==> config.mk <==
export PLATFORM = sky130hd
export DESIGN_NAME = if_fetch
export DESIGN_NICKNAME = d
export VERILOG_FILES = /design/src/rtl/if_fetch.sv
export SDC_FILE = /design/constraint.sdc
export NUM_CORES = 1
export LEC_CHECK = 0
export BUFFER_PORTS_ARGS = -buffer_cell sky130_fd_sc_hd__buf_2
export CAP_MARGIN = 20
export CORE_UTILIZATION = 39
export CTS_BUF_LIST = sky130_fd_sc_hd__clkbuf_2
export DETAILED_ROUTE_END_ITERATION = 7
export GPL_TIMING_DRIVEN = 0
export HOLD_SLACK_MARGIN = 0.05
export PLACE_DENSITY_LB_ADDON = 0.05
export SLEW_MARGIN = 5
export SYNTH_ARGS = -nofsm -noshare
export SYNTH_HDL_FRONTEND = slang
export SYNTH_SLANG_ARGS = --single-unit
==> constraint.sdc <==
create_clock -name clk -period 3.2 [get_ports clk]
set_input_delay 0.96 -clock clk [delete_from_list [all_inputs] [get_ports clk]]
set_output_delay 0.96 -clock clk [all_outputs]
set_load 0.005 [all_outputs]
==> src/rtl/if_fetch.sv <==
// Instruction-fetch stage: owns the PC, issues single-outstanding imem requests
// and loads the IF/ID latch, honouring stall, flush and a one-slot branch delay.
module if_fetch #(
   parameter logic [15:0] RESET_PC = 16'h0000,
   parameter logic [15:0] NOP_INST = 16'h0800
) (
   input  logic        clk,
   input  logic        rst,
   input  logic        stall_i,
   input  logic        flush_i,
   input  logic [15:0] flush_addr_i,
   input  logic        branch_flag_i,
   input  logic [15:0] branch_addr_i,
   output logic        imem_req_o,
   output logic [15:0] imem_addr_o,
   input  logic        imem_ack_i,
   input  logic [15:0] imem_rdata_i,
   output logic [15:0] id_pc_o,
   output logic [15:0] id_inst_o,
   output logic        id_valid_o
);

   typedef enum logic [1:0] {
      S_FETCH = 2'b00,
      S_HOLD  = 2'b01,
      S_DRAIN = 2'b10
   } state_t;

   state_t      state_r;
   logic [15:0] pc_r;
   logic [15:0] addr_r;
   logic [15:0] redir_r;
   logic        redir_v_r;
   logic [15:0] hold_r;
   logic [15:0] id_pc_r;
   logic [15:0] id_inst_r;
   logic        id_valid_r;
   logic [15:0] next_pc_s;

   // Next fetch address: a branch resolved this cycle beats a pending redirect.
   always_comb begin
      next_pc_s = pc_r + 16'd1;
      if (branch_flag_i) begin
         next_pc_s = branch_addr_i;
      end else if (redir_v_r) begin
         next_pc_s = redir_r;
      end else begin
         next_pc_s = pc_r + 16'd1;
      end
   end

   // Fetch sequencing, PC/address update and IF/ID latch.
   always_ff @(posedge clk or negedge rst) begin
      if (!rst) begin
         state_r    <= S_FETCH;
         pc_r       <= RESET_PC;
         addr_r     <= RESET_PC;
         redir_r    <= 16'h0000;
         redir_v_r  <= 1'b0;
         hold_r     <= 16'h0000;
         id_pc_r    <= 16'h0000;
         id_inst_r  <= NOP_INST;
         id_valid_r <= 1'b0;
      end else begin
         case (state_r)
            S_FETCH: begin
               if (flush_i) begin
                  id_pc_r    <= 16'h0000;
                  id_inst_r  <= NOP_INST;
                  id_valid_r <= 1'b0;
                  pc_r       <= flush_addr_i;
                  redir_v_r  <= 1'b0;
                  if (imem_ack_i) begin
                     addr_r <= flush_addr_i;
                  end else begin
                     state_r <= S_DRAIN;
                  end
               end else if (imem_ack_i && !stall_i) begin
                  id_pc_r    <= addr_r;
                  id_inst_r  <= imem_rdata_i;
                  id_valid_r <= 1'b1;
                  pc_r       <= next_pc_s;
                  addr_r     <= next_pc_s;
                  redir_v_r  <= 1'b0;
               end else begin
                  if (imem_ack_i) begin
                     hold_r  <= imem_rdata_i;
                     state_r <= S_HOLD;
                  end else if (!stall_i) begin
                     id_pc_r    <= 16'h0000;
                     id_inst_r  <= NOP_INST;
                     id_valid_r <= 1'b0;
                  end
                  if (branch_flag_i) begin
                     redir_r   <= branch_addr_i;
                     redir_v_r <= 1'b1;
                  end
               end
            end
            S_HOLD: begin
               if (flush_i) begin
                  id_pc_r    <= 16'h0000;
                  id_inst_r  <= NOP_INST;
                  id_valid_r <= 1'b0;
                  pc_r       <= flush_addr_i;
                  addr_r     <= flush_addr_i;
                  redir_v_r  <= 1'b0;
                  state_r    <= S_FETCH;
               end else if (!stall_i) begin
                  id_pc_r    <= addr_r;
                  id_inst_r  <= hold_r;
                  id_valid_r <= 1'b1;
                  pc_r       <= next_pc_s;
                  addr_r     <= next_pc_s;
                  redir_v_r  <= 1'b0;
                  state_r    <= S_FETCH;
               end else if (branch_flag_i) begin
                  redir_r   <= branch_addr_i;
                  redir_v_r <= 1'b1;
               end
            end
            // The old request must complete before the flush target is issued.
            S_DRAIN: begin
               if (flush_i) begin
                  id_pc_r    <= 16'h0000;
                  id_inst_r  <= NOP_INST;
                  id_valid_r <= 1'b0;
                  pc_r       <= flush_addr_i;
                  redir_v_r  <= 1'b0;
                  if (imem_ack_i) begin
                     addr_r  <= flush_addr_i;
                     state_r <= S_FETCH;
                  end
               end else if (imem_ack_i) begin
                  addr_r  <= pc_r;
                  state_r <= S_FETCH;
               end else if (branch_flag_i) begin
                  redir_r   <= branch_addr_i;
                  redir_v_r <= 1'b1;
               end
            end
            default: begin
               state_r    <= S_FETCH;
               id_pc_r    <= 16'h0000;
               id_inst_r  <= NOP_INST;
               id_valid_r <= 1'b0;
            end
         endcase
      end
   end

   assign imem_req_o  = rst & ((state_r == S_FETCH) | (state_r == S_DRAIN));
   assign imem_addr_o = addr_r;
   assign id_pc_o     = id_pc_r;
   assign id_inst_o   = id_inst_r;
   assign id_valid_o  = id_valid_r;

endmodule

==> reports/metrics.yaml, run 1 <==
totalWireLength_um: 18600
diodes_inserted: 0
detail-route-antenna-nets: 0
drtPass1Iterations: 7
slew_violations: 0
drive_above_1_share_pct: 24.9
track_usage_pct: 25.4
die_area_um2: 15200
power.density_cell_area_nw_per_um2: 870
numCtsBuffers: 9
cp_cell_sequence: "buf_6 -> buf_16 -> o21a_1 -> buf_2"
finalWorstPathRequiredPeriod_ns: 2.94
gp_congestion: 0.898
setup_viol: 0
worstRegToRegCells: 8
placement_rows: 44
timing.reg2reg.setup_slack_ns: 0.50
postCtsSetupBuffers: 0
grt_max_degree: 56
synth-warning-count: 0
cts_tree: "done"
syn-mean-instance-area_um2: 9.41
final_hold_viol_count: 0
die_w_um: 123
synthesis.nets: 670
grt_setup_unrepaired: "no"
routed-via-count: 5237
synthesis.instances: 611
tns_ns: 0
async_reset_ff_share_pct: 100
post-synth-top-area-cell: "sky130_fd_sc_hd__dfrtp_1"
fin_cells: 912
dominantRegCellSynth: "sky130_fd_sc_hd__dfrtp_1"
wire_per_inst_um: 20.4
holdWs_ns: 0.226
post_synth_main_area_contributors: "sky130_fd_sc_hd__dfrtp_1 43%, sky130_fd_sc_hd__mux2_2 4.9%, sky130_fd_sc_hd__o21ai_0 4.4%"
final_core_utilization_pct: 45.9
critical_setup_path_kind: "primary input to output port"
worst_r2r_startpoint: "state_r[0]"
clkTransAtPathRegs_ns: 0.25
nNetsFinal: 782
worstSetupEndpointType: "output port"
synthDistinctLibCells: 69
worst-endpoint-arrival_ns: 1.98
synth-seq-area-share_pct: 43.6
cts_htree_levels: 3
power_leakage_nw: 2.94
hold_fix_buffer_count_after_cts: 0
critical_path.startpoint: "rst"
status: "complete, no violations"
cts_root_buffer: "sky130_fd_sc_hd__clkbuf_2"
finClkSkew_ns: 0.0234
grt_antenna_before_repair: 0
syn_area_um2: 5750
dp.cells: 897
worst_slew_pin_slew_ns: 0.812
edff_count_synth: 0
floorplan.initialDensity_pct: 39.7
cpLargestDelayFamily: "buffers and inverters"
number_of_global_route_vias_before_repair: 4959
buffers_inverters_on_critical_path: 3
num_io_pins: 104
number_of_register_bits_inferred_by_synthesis: 100
worstPathRequired_ns: 2.24
worst_slew_margin_pct: 45.6
timing.critical_path.slowest_stage_cell: "sky130_fd_sc_hd__buf_6"
crit_path_max_incr_delay_ns: 0.36
fin_crit_sh_pct: 91.7
hp-class: "primary input to asynchronous set/reset pin"
via_to_cell_ratio: 5.74
max_freq_mhz: 341
crit_fanout: 55
cts_sinks: 100
dr.first_iter.drc_count: 425
grt_pass1_wl_um: 28600
drcViolationCount: 0
max_cap_viol_count: 0
reg2reg_to: "redir_r[10]"
io_buffer_count: 101
dieHeight_um: 123
post-dp-hpwl_um: 14100
worst_skew_pair.late_latency_ns: 0.62
cts_max_path_buffers: 2
critPathLaunchType: "primary input"
global_route.overflow_total: 0
post-layout-total-power_mw: 5.79
layout_commonest_cell: "sky130_fd_sc_hd__buf_2"
coreArea_um2: 14500
most-common-layout-cells: "117 x sky130_fd_sc_hd__buf_2, 99 x sky130_fd_sc_hd__dfrtp_1, 65 x sky130_fd_sc_hd__nand2_1"
area.growth.synth_to_final_pct: 15.7
vdd_ir_drop_max_mv: 0.290
synth_top_area_share_pct: 43.1
[repair_timing]
item | 4_1_cts | 5_1_grt
endpoints found under the hold margin | 0 | 0
endpoints found under the setup margin | 1 | 1
resized for setup | 0 | 1
[Yosys cell counts (all sizes together) (6+ instances only)]
| master | number |
|---|---|
| o211ai | 11 |
| nand3 | 29 |
| mux2i | 19 |
| a22o | 18 |
| nor2 | 36 |
| nor3 | 14 |
| nand2 | 65 |
| buf | 28 |
| a21oi | 44 |
| nor2b | 7 |
| clkbuf | 21 |
| dfrtp | 99 |
| a221oi | 6 |
| xnor2 | 7 |
| o21ai | 63 |
| nand2b | 9 |
| inv | 8 |
| mux2 | 33 |
| a22oi | 22 |
[kinds of logic after synthesis]
family | share of synthesized area (%)
AOI/OAI and AO/OA | 24.4
xor gates and xnor gates | 1.37
adders and majority gates | 1.09
buffers and inverters | 5.20
DFF | 43.6
muxes | 9.77
and+or+nand+nor | 14.6
[routing by layer]
metal / track usage (%) / up-vias / part of all wire, %
li1: - / 2488 / -
met1: 37.1 / 2514 / 48
met2: 38.3 / 212 / 44
met3: 3.46 / 23 / 6.6
met4: 8.28 / 0 / 1.2
met5: 0 / - / 0
[stage by stage]
| stage | area (µm²) | worst slack [ns] |
|---|---|---|
| after global routing | 6650 | 0.107 |
| after CTS | 6650 | 0.0449 |
| after global placement | 6480 | -0.853 |
| final | 6650 | 0.264 |
| after detailed placement | 6510 | 0.0384 |
| after floorplan | 5750 | 0.753 |
[sequential cells by signal, summed over array words and instances (netlist names)]
name         cells
hold_r          16
id_pc_o         16
id_valid_o       1
imem_addr_o     16
state_r          2
redir_r         16
pc_r            16
id_inst_o       16
redir_v_r        1
[power by group]
part	internal, mW	switching (mW)
Sequential	1.77	0.452
Clock	0.252	0.444
Combinational	1.15	1.71
Total	3.18	2.61
[area by class of cell]
type / instances / area, µm²
plain buffers: 48 / 262
clock buffers: 9 / 45.0
clock inverters: 7 / 91.3
fillers: 1452 / 7830
inverters: 9 / 33.8
multi-input cells: 453 / 2950
flip-flops and latches: 100 / 2500
well taps: 184 / 230
repair buffers: 102 / 539
[worst max-delay path by stage]
stage | endpoint | slack (ns) | depth (start not counted)
6_report | imem_req_o | 0.26 | 4
4_1_cts | imem_req_o | 0.04 | 4
5_1_grt | imem_req_o | 0.11 | 4
3_3_place_gp | imem_req_o | -0.85 | 3
3_5_place_dp | imem_req_o | 0.04 | 4
2_1_floorplan | redir_r[10] | 0.75 | 6
Note: power is estimated with default switching activity, not from simulation.
==> run 2, diff against run 1 <==
--- a/config.mk
+++ b/config.mk
@@ -5,9 +5,10 @@
 export SDC_FILE = /design/constraint.sdc
 export NUM_CORES = 1
 export LEC_CHECK = 0
+export ABC_AREA = 1
 export BUFFER_PORTS_ARGS = -buffer_cell sky130_fd_sc_hd__buf_2
 export CAP_MARGIN = 20
-export CORE_UTILIZATION = 39
+export CORE_UTILIZATION = 30
 export CTS_BUF_LIST = sky130_fd_sc_hd__clkbuf_2
 export DETAILED_ROUTE_END_ITERATION = 7
 export GPL_TIMING_DRIVEN = 0
==> reports/metrics.yaml, run 2 <==
die_w_um: 142  # was 123 µm
nNetsFinal: 977  # was 782
hp-class: "primary input to asynchronous set/reset pin"  # unchanged
synth-seq-area-share_pct: 42.8  # was 43.6%
placement_rows: 50  # was 44
clock_power_share_pct: 11.6  # was 12.0%
synth_commonest_cells: "264 x sky130_fd_sc_hd__nand2_1, 99 x sky130_fd_sc_hd__dfrtp_1, 96 x sky130_fd_sc_hd__o21ai_0"  # was 99 x sky130_fd_sc_hd__dfrtp_1, 65 x sky130_fd_sc_hd__nand2_1, 51 x sky130_fd_sc_hd__o21ai_0
routing_usage_on_met2_pct: 32.6  # was 38.3%
synth-warning-count: 0  # unchanged
power.density_cell_area_nw_per_um2: 853  # was 870 nW/µm²
worst_slew_margin_pct: 52.5  # was 45.6%
netSwitchingFraction_pct: 47.9  # was 45.1%
dpl_worst_slack_ns: 0.337  # was 0.0384 ns
gr-usage-met1_pct: 29.2  # was 37.1%
dieHeight_um: 142  # was 123 µm
worstRegToRegCells: 14  # was 8
worstSetupEndpointType: "output port"  # unchanged
seq_area_um2: 2500  # unchanged
syn-mean-instance-area_um2: 7.27  # was 9.41 µm²
fillCellCount: 2111  # was 1452
totalWireLength_um: 19700  # was 18600 µm
clkTransAtPathRegs_ns: 0.31  # was 0.25 ns
routed-via-count: 5746  # was 5237
grt_util_met3_pct: 3.71  # was 3.46%
cts_max_path_buffers: 2  # unchanged
switching_power_mw: 2.80  # was 2.61 mW
area.growth.synth_to_final_pct: 17.2  # was 15.7%
power.share.sequential_pct: 37.5  # was 38.4%
postCtsSetupBuffers: 0  # unchanged
global_route.overflow_total: 0  # unchanged
drtPass1Iterations: 5  # was 7
finalWorstPathRequiredPeriod_ns: 2.97  # was 2.94 ns
wire_per_inst_um: 16.6  # was 20.4 µm
dominantRegCellSynth: "sky130_fd_sc_hd__dfrtp_1"  # unchanged
worst_skew_pair.late_latency_ns: 0.64  # was 0.62 ns
cts_sinks: 100  # unchanged
final_hold_viol_count: 0  # unchanged
grt_pass1_wl_um: 31000  # was 28600 µm
multiInputGateArea_um2: 2800  # was 2950 µm²
floorplan.initialDensity_pct: 30.9  # was 39.7%
critPathLaunchType: "flip-flop"  # was primary input
setup_viol: 0  # unchanged
num_io_pins: 104  # unchanged
fin_crit_sh_pct: 92.7  # was 91.7%
most-common-layout-cells: "264 x sky130_fd_sc_hd__nand2_1, 112 x sky130_fd_sc_hd__buf_2, 99 x sky130_fd_sc_hd__dfrtp_1"  # was 117 x sky130_fd_sc_hd__buf_2, 99 x sky130_fd_sc_hd__dfrtp_1, 65 x sky130_fd_sc_hd__nand2_1
synth_most_common_cell: "sky130_fd_sc_hd__nand2_1"  # was sky130_fd_sc_hd__dfrtp_1
placed_area_um2: 6710  # was 6510 µm²
cts_htree_levels: 3  # unchanged
cts_root_buffer: "sky130_fd_sc_hd__clkbuf_2"  # unchanged
dr.first_iter.drc_count: 290  # was 425
die_area_um2: 20000  # was 15200 µm²
grt_setup_unrepaired: "no"  # unchanged
finish.instance_area_um2: 6850  # was 6650 µm²
synthesis.nets: 863  # was 670
dp.cells: 1166  # was 897
number_of_global_route_vias_before_repair: 5582  # was 4959
max_cap_viol_count: 0  # unchanged
cellInternalPower_mw: 3.05  # was 3.18 mW
post-synth-top-area-cell: "sky130_fd_sc_hd__dfrtp_1"  # unchanged
numCtsBuffers: 9  # unchanged
grt_antenna_before_repair: 1  # was 0
async_reset_ff_share_pct: 100  # unchanged
synthesis.instances: 804  # was 611
post_synth_main_area_contributors: "sky130_fd_sc_hd__dfrtp_1 42%, sky130_fd_sc_hd__nand2_1 17%, sky130_fd_sc_hd__o21ai_0 8.2%"  # was sky130_fd_sc_hd__dfrtp_1 43%, sky130_fd_sc_hd__mux2_2 4.9%, sky130_fd_sc_hd__o21ai_0 4.4%
detail-route-antenna-nets: 0  # unchanged
grt_busiest_layer: "met2"  # unchanged
power_leakage_nw: 3.53  # was 2.94 nW
drcViolationCount: 0  # unchanged
setup_ws_final_ns: 0.233  # was 0.264 ns
status: "complete, no violations"  # unchanged
post-dp-hpwl_um: 15300  # was 14100 µm
fin_cells: 1185  # was 912
holdWs_ns: 0.248  # was 0.226 ns
drive_above_1_share_pct: 19.0  # was 24.9%
synth_top_area_share_pct: 42.4  # was 43.1%
cts_tree: "done"  # unchanged
vdd_ir_drop_max_mv: 0.326  # was 0.290 mV
layout_commonest_cell: "sky130_fd_sc_hd__nand2_1"  # was sky130_fd_sc_hd__buf_2
synthDistinctLibCells: 39  # was 69
crit_fanout: 18  # was 55
edff_count_synth: 0  # unchanged
critical_setup_path_kind: "flip-flop to output port"  # was primary input to output port
finClkSkew_ns: 0.0283  # was 0.0234 ns
worst_slew_pin_slew_ns: 0.713  # was 0.812 ns
via_to_cell_ratio: 4.85  # was 5.74
syn_area_um2: 5840  # was 5750 µm²
max_freq_mhz: 337  # was 341 MHz
grt_max_degree: 86  # was 56
gp_congestion: 0.850  # was 0.898
io_buffer_count: 101  # unchanged
coreArea_um2: 18900  # was 14500 µm²
worst_r2r_startpoint: "state_r[0]"  # unchanged
power.share.combinational_pct: 50.9  # was 49.6%
number_of_register_bits_inferred_by_synthesis: 100  # unchanged
post-layout-total-power_mw: 5.84  # was 5.79 mW
worstPathRequired_ns: 2.24  # about the same
timing.reg2reg.setup_slack_ns: 0.79  # was 0.50 ns
reg2reg_to: "imem_addr_o[8]"  # was redir_r[10]
worst-endpoint-arrival_ns: 2.01  # was 1.98 ns
slew_violations: 0  # unchanged
track_usage_pct: 20.5  # was 25.4%
post_cts_resize_count: 0  # unchanged
-- run 2: changes by cell type after synthesis, sizes merged, moves of 9 or more --
cell | before | now
mux2 | 33 | 8
o21ai | 63 | 114
inv | 8 | 79
mux2i | 19 | 0
a22o | 18 | 0
nand2 | 65 | 264
nand2b | 9 | 0
nor2 | 36 | 57
nor3 | 14 | 2
-- run 2: metrics by stage --
step	TNS [ns]	util, %
global placement	-15.79	35.3
CTS	0	36.2
finish	0	36.2
floorplan	0	-
global route	0	36.2
detailed placement	0	35.5
-- run 2: worst max-delay path, stage by stage, from the launching register on --
cell	delay, ns
sky130_fd_sc_hd__dfrtp_1	0.48
sky130_fd_sc_hd__inv_1	0.09
sky130_fd_sc_hd__ha_1	0.15
sky130_fd_sc_hd__buf_2	0.37
sky130_fd_sc_hd__o21a_1	0.18
sky130_fd_sc_hd__buf_2	0.10
-- run 2: final cells by class --
class	count	share of cell area, %
Tap cell	260	4.75
Multi-Input combinational cell	580	40.9
Sequential cell	100	36.6
Timing Repair Buffer	104	8.17
Antenna cell	2	0.0731
Clock buffer	9	0.658
Buffer	41	3.23
Inverter	82	4.57
Clock inverter	7	1.08
-- run 2: logic make-up (layout without fill, tap and decap cells) --
group	Yosys count	after routing	synth area share, %
AND/OR/NAND/NOR	366	366	25.4
AO/OA/AOI/OAI	197	197	19.4
buffers and inverters	124	243	9.21
flip-flops	100	100	42.8
multiplexers	8	8	1.54
adder cells (fa/ha/maj)	5	5	1.07
XOR/XNOR	4	4	0.600
other	0	2	0
-- run 2: how the worst max path moves through the flow --
stage	start	to	slack, ns	cells after the start
3_3_place_gp	rst	imem_req_o	-1.01	3
6_report	state_r[0]	imem_req_o	0.23	5
5_1_grt	state_r[0]	imem_req_o	0.05	5
2_1_floorplan	imem_ack_i	redir_r[13]	0.99	9
4_1_cts	state_r[0]	imem_req_o	0.18	5
3_5_place_dp	rst	imem_req_o	0.34	4
-- run 2: repair_timing --
item / in CTS / in global routing
endpoints found under the setup margin: 1 / 0
endpoints found under the hold margin: 7 / 0
hold buffers: 2 / 0
-- run 2: per-layer routing --
| layer | routed length, µm | vias to the layer above |
|---|---|---|
| met5 | 0 | - |
| met4 | 179 | 0 |
| met1 | 9690 | 2768 |
| met3 | 733 | 12 |
| li1 | - | 2855 |
| met2 | 9060 | 111 |
-- run 2: power groups by stage --
stage          combinational, mW  sequential, mW  clock [mW]
5_1_grt                     3.39            2.27       0.753
4_1_cts                     3.00            2.20       0.714
6_report                    2.97            2.19       0.679
3_5_place_dp                2.99            2.23           0
2_1_floorplan               2.00            2.12           0
3_3_place_gp                2.99            2.22           0
